`src/rtl/mem_arbiter.sv`:
```
// rtl/mem_arbiter.sv - single-port memory arbiter for instruction-fetch and data ports
// Optional MEM_ARB_RR_EN: round-robin on contention instead of fixed data-first priority.
module mem_arbiter #(
  parameter int ADDR_W      = 32,
  parameter int DATA_W      = 32,
  parameter int WAIT_CYCLES = 2
) (
  input  logic              clk,
  input  logic              reset_n,
  input  logic              i_req,
  input  logic [ADDR_W-1:0] i_addr,
  output logic              i_ready,
  output logic [DATA_W-1:0] i_rdata,
  input  logic              d_req,
  input  logic              d_we,
  input  logic [ADDR_W-1:0] d_addr,
  input  logic [DATA_W-1:0] d_wdata,
  output logic              d_ready,
  output logic [DATA_W-1:0] d_rdata,
  output logic              mem_en,
  output logic              mem_we,
  output logic [ADDR_W-1:0] mem_addr,
  output logic [DATA_W-1:0] mem_wdata,
  input  logic [DATA_W-1:0] mem_rdata,
  output logic              busy
);

  typedef enum logic [1:0] {
    IDLE   = 2'd0,
    ACCESS = 2'd1,
    RESP   = 2'd2
  } state_t;

  localparam logic [3:0] CNT_INIT = 4'(WAIT_CYCLES - 1);

  state_t            state_q, state_d;
  logic [3:0]        cnt_q;
  logic              owner_q;  // 1 = data port owns the transaction
  logic              we_q;
  logic [ADDR_W-1:0] addr_q;
  logic [DATA_W-1:0] wdata_q;
  logic [DATA_W-1:0] rdata_q;
  logic              grant;
  logic              grant_d;

  assign grant = (state_q == IDLE) && (i_req || d_req);

`ifdef MEM_ARB_RR_EN
  logic last_owner_q;  // 1 = data port granted last

  assign grant_d = d_req && (!i_req || !last_owner_q);

  always_ff @(posedge clk or negedge reset_n) begin
    if (!reset_n) begin
      last_owner_q <= 1'b0;
    end else if (grant) begin
      last_owner_q <= grant_d;
    end
  end
`else
  assign grant_d = d_req;
`endif

  always_ff @(posedge clk or negedge reset_n) begin
    if (!reset_n) begin
      state_q <= IDLE;
    end else begin
      state_q <= state_d;
    end
  end

  always_comb begin
    state_d = state_q;
    case (state_q)
      IDLE:    if (i_req || d_req) state_d = ACCESS;
      ACCESS:  if (cnt_q == 4'd0) state_d = RESP;
      RESP:    state_d = IDLE;
      default: state_d = IDLE;
    endcase
  end

  always_comb begin
    mem_en  = 1'b0;
    mem_we  = 1'b0;
    i_ready = 1'b0;
    d_ready = 1'b0;
    busy    = 1'b1;
    case (state_q)
      IDLE: busy = 1'b0;
      ACCESS: begin
        mem_en = 1'b1;
        mem_we = we_q;
      end
      RESP: begin
        i_ready = !owner_q;
        d_ready = owner_q;
      end
      default: busy = 1'b0;
    endcase
  end

  // The memory side only ever sees the latched copy, so requesters may glitch mid-access.
  always_ff @(posedge clk or negedge reset_n) begin
    if (!reset_n) begin
      cnt_q   <= 4'd0;
      owner_q <= 1'b0;
      we_q    <= 1'b0;
      addr_q  <= '0;
      wdata_q <= '0;
      rdata_q <= '0;
    end else if (grant) begin
      cnt_q   <= CNT_INIT;
      owner_q <= grant_d;
      we_q    <= grant_d && d_we;
      addr_q  <= grant_d ? d_addr : i_addr;
      wdata_q <= grant_d ? d_wdata : '0;
    end else if (state_q == ACCESS) begin
      if (cnt_q != 4'd0) begin
        cnt_q <= cnt_q - 4'd1;
      end else if (!we_q) begin
        rdata_q <= mem_rdata;
      end
    end
  end

  assign mem_addr  = addr_q;
  assign mem_wdata = wdata_q;
  assign i_rdata   = rdata_q;
  assign d_rdata   = rdata_q;

endmodule

```
`config.mk`:
```
export PLATFORM = sky130hd
export DESIGN_NAME = mem_arbiter
export DESIGN_NICKNAME = d
export VERILOG_FILES = /design/src/rtl/mem_arbiter.sv
export SDC_FILE = /design/constraint.sdc
export NUM_CORES = 1
export LEC_CHECK = 0
export CORE_UTILIZATION = 40
export CTS_BUF_LIST = sky130_fd_sc_hd__clkbuf_4
export DETAILED_ROUTE_END_ITERATION = 10
export PLACE_DENSITY_LB_ADDON = 0.15
export REMOVE_ABC_BUFFERS = 1
export SETUP_SLACK_MARGIN = 0.4
export SYNTH_ARGS = -nofsm -noshare
export SYNTH_HDL_FRONTEND = slang
export SYNTH_SLANG_ARGS = --single-unit
export TNS_END_PERCENT = 5
```
`constraint.sdc`:
```
create_clock -name clk -period 3.1 [get_ports clk]
set_input_delay 0.31 -clock clk [delete_from_list [all_inputs] [get_ports clk]]
set_output_delay 0.31 -clock clk [all_outputs]
set_load 0.01 [all_outputs]
```
# Yosys cells after proc, flatten, opt, wreduce, memory -nomap -nowiden

Cells that the tools add are included.

Flip-flop bits (word level): 104
Latch bits: 0
Memory bits (writable): 0
Bits in read-only memories: 0
Input port bits: 133
Memories: 0

$add $sub $neg: 1
$mul: 0
Div/mod/pow operators: 0
Magnitude comparators: 0
Equality and inequality tests: 4
Shift-type cells: 0
Multiplexer cells: 13
Bitwise gates (word level): 3
Reduce and logical (&&, ||, !) cells: 13

Operators with widths:

| operator                                                                | count |
|---|---|
| 32-bit 2-to-1 mux                                                       | 2 |
| 4-bit 2-to-1 mux                                                        | 3 |
| 1-bit 2-to-1 mux                                                        | 5 |
| 4-bit logical NOT                                                       | 1 |
| 2-bit 2-to-1 mux                                                        | 2 |
| 2-bit one-hot mux with 2 select lines                                   | 1 |
| 2-bit AND reduction                                                     | 2 |
| 4-bit AND reduction                                                     | 1 |
| 2-bit nonzero test                                                      | 2 |
| 4-bit nonzero test                                                      | 1 |
| 4-bit by 1-bit subtractor with 4-bit output, second input constant      | 1 |
| 1-bit NOT                                                               | 3 |
| 2-bit by 1-bit == test with 1-bit output, second input constant         | 1 |
| 2-bit == test, second input constant                                    | 1 |
| 1-bit logical AND                                                       | 2 |
| 2-bit logical NOT                                                       | 1 |
| 2-bit by 1-bit inequality test with 1-bit output, second input constant | 1 |
| 2-bit inequality test, second input constant                            | 1 |
| 2-bit OR reduction                                                      | 1 |
| 1-bit logical NOT                                                       | 1 |
| 1-bit logical OR                                                        | 1 |

# Longest topological paths before layout

Depth after elaboration: 4
Mapped depth: 8
Gate-level depth less buffers: 5

# Worst setup path after synthesis

Ideal clock, no wire load.

Path type: reg2reg
From: reg cnt_q[0]
To: reg rdata_q[10], in the netlist d_rdata[10]
Setup time: 0.125 ns
Arrival: 2.099 ns
Required time: 2.975 ns
Slack: 0.875 ns
Cell stages (with the launch flop): 9
Path buffers: 3
Period minus slack after synthesis: 2.225 ns
Cells stage by stage: dfrtp_1 -> inv_1 -> ha_1 -> or3b_1 -> buf_2 -> or4b_4 -> buf_6 -> buf_12 -> mux2_4

Cells in the longest elaborated chain, start to end: 3

RTL lines:

| item                                 | RTL line | RTL |
|---|---|---|
| start, declared                      | 37       | `logic [3:0] cnt_q;` |
| start signal, assigned               | 119      | `cnt_q <= cnt_q - 4'd1;` |
| 4-bit nonzero test                   | 118      | `if (cnt_q != 4'd0) begin` |
| 1-bit NOT (no source line)           | -        |  |
| 4-bit AND reduction (no source line) | -        |  |
| end signal, assigned                 | 121      | `rdata_q <= mem_rdata;` |
| end, declared                        | 42       | `logic [DATA_W-1:0] rdata_q;` |

Every way passes these cells.
A chain may end at the register's enable or synchronous reset.

# Worst setup path after layout

From: reg cnt_q[1]
To: reg rdata_q[13], in the netlist d_rdata[13]

The elaborated chain is that of the path after synthesis.

==> results.md <==
- Initial antenna violation count: 0
- Routed WL per cell: 15.6 microns
- Final min period: between 2 and 2.5 ns
- Power per Cell Area: ~920 nW/um^2
- Seq pwr share: a little over a third
- Syn. warnings: 0
- Total CTS buffers: 9
- CP Class: reg2reg
- HPWL after DPL: 9410 microns
- Post-synthesis mux area share: between 10% and 20%
- Critical Path Source Type: flip-flop
- Synth Cell Area: 4740 sq um
- Post-DP Area: 7220 sq um
- Worst Skew: 0.0128 ns
- Drt initial violations: ~140
- Total power: 6.80 mW
- Fraction of registers with async set/reset: 100%
- Area grow syn2layout: 55.4%
- Ys flop type: dfrtp_1
- CTS max path bufs: 2
- Setup WS post-layout: 0.618 ns
- I/O Buffers: 265
- Final setup fails: 0
- # diodes: 0
- Avg Cell Area, Syn: approximately 11 sq um
- Critical path data arrival time: 2.84 ns
- CTS tree: done
- Peak supply drop: ~560 uV
- Routed Antenna Nets: 0
- Compound-Gate Fraction of Synth Area: 5.04%
- Adder-Cell Fraction of Synth Area: 1.06%
- Switching power: 2.41 mW
- Syn Inst Count: between 400 and 500
- Cell internal pwr: 4.39 mW
- Most frequent cells in the layout: 263 x clkdlybuf4s50_1, 104 x dfrtp_1, 103 x nand2_1
- Clk_lat worst skew: 0.46 ns
- Final instance area: 7360 sq um
- Clock sinks: 104
- Core Region: between 10000 and 15000 sq um
- Status: finished clean
- Seq cells post-synth: between 100 and 150
- Largest net degree at the start of global routing: 64
- Post-synth EDFFs: 0
- Final Max Slew Viols: 0
- Starting density of the core: around 41%
- Combinational share of power: 54.7%
- Critical-path maximum fanout: 32
- Switching Share: 35.4%
- Final GP Congestion: between 0.7 and 0.8
- Gr usage total: approximately a fifth
- Worst Hold Class: in2reg
- Nets: roughly 790
- Leak pwr: 3.41 nW
- Slew HR: ~36%
- Crit end category: flip-flop
- Seq/Total Area, Yosys: 54.9%
- DR vias: 3800
- Total die area: 12300 sq um
- Xor and xnor area share after synthesis: 0%
- Pre-Repair DR Iteration Count: 4
- Final Routed Wirelength: 12500 microns
- Post-synth cell types: 31
- Layout cells sized above 1: 8.38%
- Max Cap Violations: 0
- Fillers: 955
- Largest family of logic cells by synthesized area: multiplexers
- Clock Power Share: 10.1%
- Die width: 111 microns
- H-tree depth: 3
- Fmax: 0.403 GHz
- Final Hold Viols: 0
- Post-Synth Simple-Gate Area: 13.3%
- Clock transition at the registers of the reported paths: 0.15 ns
- Vias in the first global route: 3771
- Most common cell after layout, fill and taps aside: clkdlybuf4s50_1
- Setup Buffers After CTS: 0
- Unrepaired setup endpoints after global routing: no
- WP data required: 3.46 ns
- Slew @ Worst Pin: approximately 0.96 ns
- Root Driver: clkbuf_4
- Die height: 111 microns
- Vias per cell: 4.76
- Row cnt: 39
- Tcrit/Tclk final: 80.1%
- Pre-CTS setup slack: 0.657 ns
- DR DRC count: 0
- # IOs: about 270
- Global-route wire length before repair: slightly below 20000 microns
- GRT Residual Overflow: 0
==> stage by stage <==
stage	setup TNS [ns]	instances	hold slack [ns]	util (%)
finish	0	799	0.175	64.2
global route	0	799	0.152	64.2
CTS	0	799	0.142	64.2
detailed placement	0	782	0.451	63.0
global placement	0	782	0.443	63.0
floorplan	-40.79	369	0.0144	-
==> Yosys cell counts, drive strengths merged, types with 3 or more instances <==
master	n	area [sq um]
inv	5	18.8
nand3	33	165
mux2i	32	320
ha	4	50.1
dfrtp	104	2600
nand2	103	387
mux2	32	473
a21oi	6	30.0
and2	3	18.8
o21ai	34	170
clkbuf	19	71.3
buf	41	332
==> worst paths after layout <==
path	from	endpoint	slack (ns)	depth (start not counted)
worst max-delay path	cnt_q[1]	d_rdata[13]	0.62	5
worst min-delay path	d_req	mem_wdata[21]	0.17	3
max in group asynchronous	reset_n	d_rdata[1]	1.79	3
min in group asynchronous	reset_n	state_q[1]	0.48	2
worst min register to register	mem_wdata[18]	mem_wdata[18]	0.48	2
worst max register to register	cnt_q[1]	d_rdata[13]	0.62	5
==> power groups by stage <==
stage	clock [mW]	sequential [mW]	combinational (mW)
5_1_grt	0.765	2.48	4.01
3_5_place_dp	0	2.43	3.76
3_3_place_gp	0	2.40	3.70
2_1_floorplan	0	2.77	1.20
4_1_cts	0.719	2.40	3.77
6_report	0.684	2.40	3.72
==> flip-flops by register name (all words and copies together) (netlist names) <==
register   count
d_rdata       32
cnt_q          4
state_q        2
mem_wdata     32
we_q           1
owner_q        1
mem_addr      32
==> kinds of logic after synthesis <==
group | after synthesis
flops | 104
buf+inv | 65
fa+ha+maj | 4
simple gates | 147
compound gates | 45
mux | 64
==> routing by layer <==
layer	vias up	GRT usage [%]	share of wire, %
met3	13	8.09	8.9
met4	0	6.49	1.5
li1	1842	-	-
met5	-	0	0
met1	1763	24.3	41
met2	182	34.8	48
==> timing repair <==
action / 4_1_cts / 5_1_grt
hold buffers: 1 / 0
setup endpoints to repair: 0 / 0
endpoints found under the hold margin: 61 / 0
resized for setup: 0 / 0
==> critical path: stages, from the launching register on <==
cell and delay, ns:
dfrtp_1 0.44, inv_1 0.09, ha_1 0.16, or3b_1 0.47, or4b_4 0.81, mux2_4 0.39
==> area by class of cell <==
cell class              instances  area (sq um)  area share (%)
multi-input cells             260          1720            23.4
repair buffers                271          2710            36.8
inverters                       5          18.8           0.255
clock buffers                  11          82.6            1.12
well taps                     143           179            2.43
clock inverters                 5          47.5           0.646
flip-flops and latches        104          2600            35.4
Note: power is estimated with default switching activity, not from simulation.
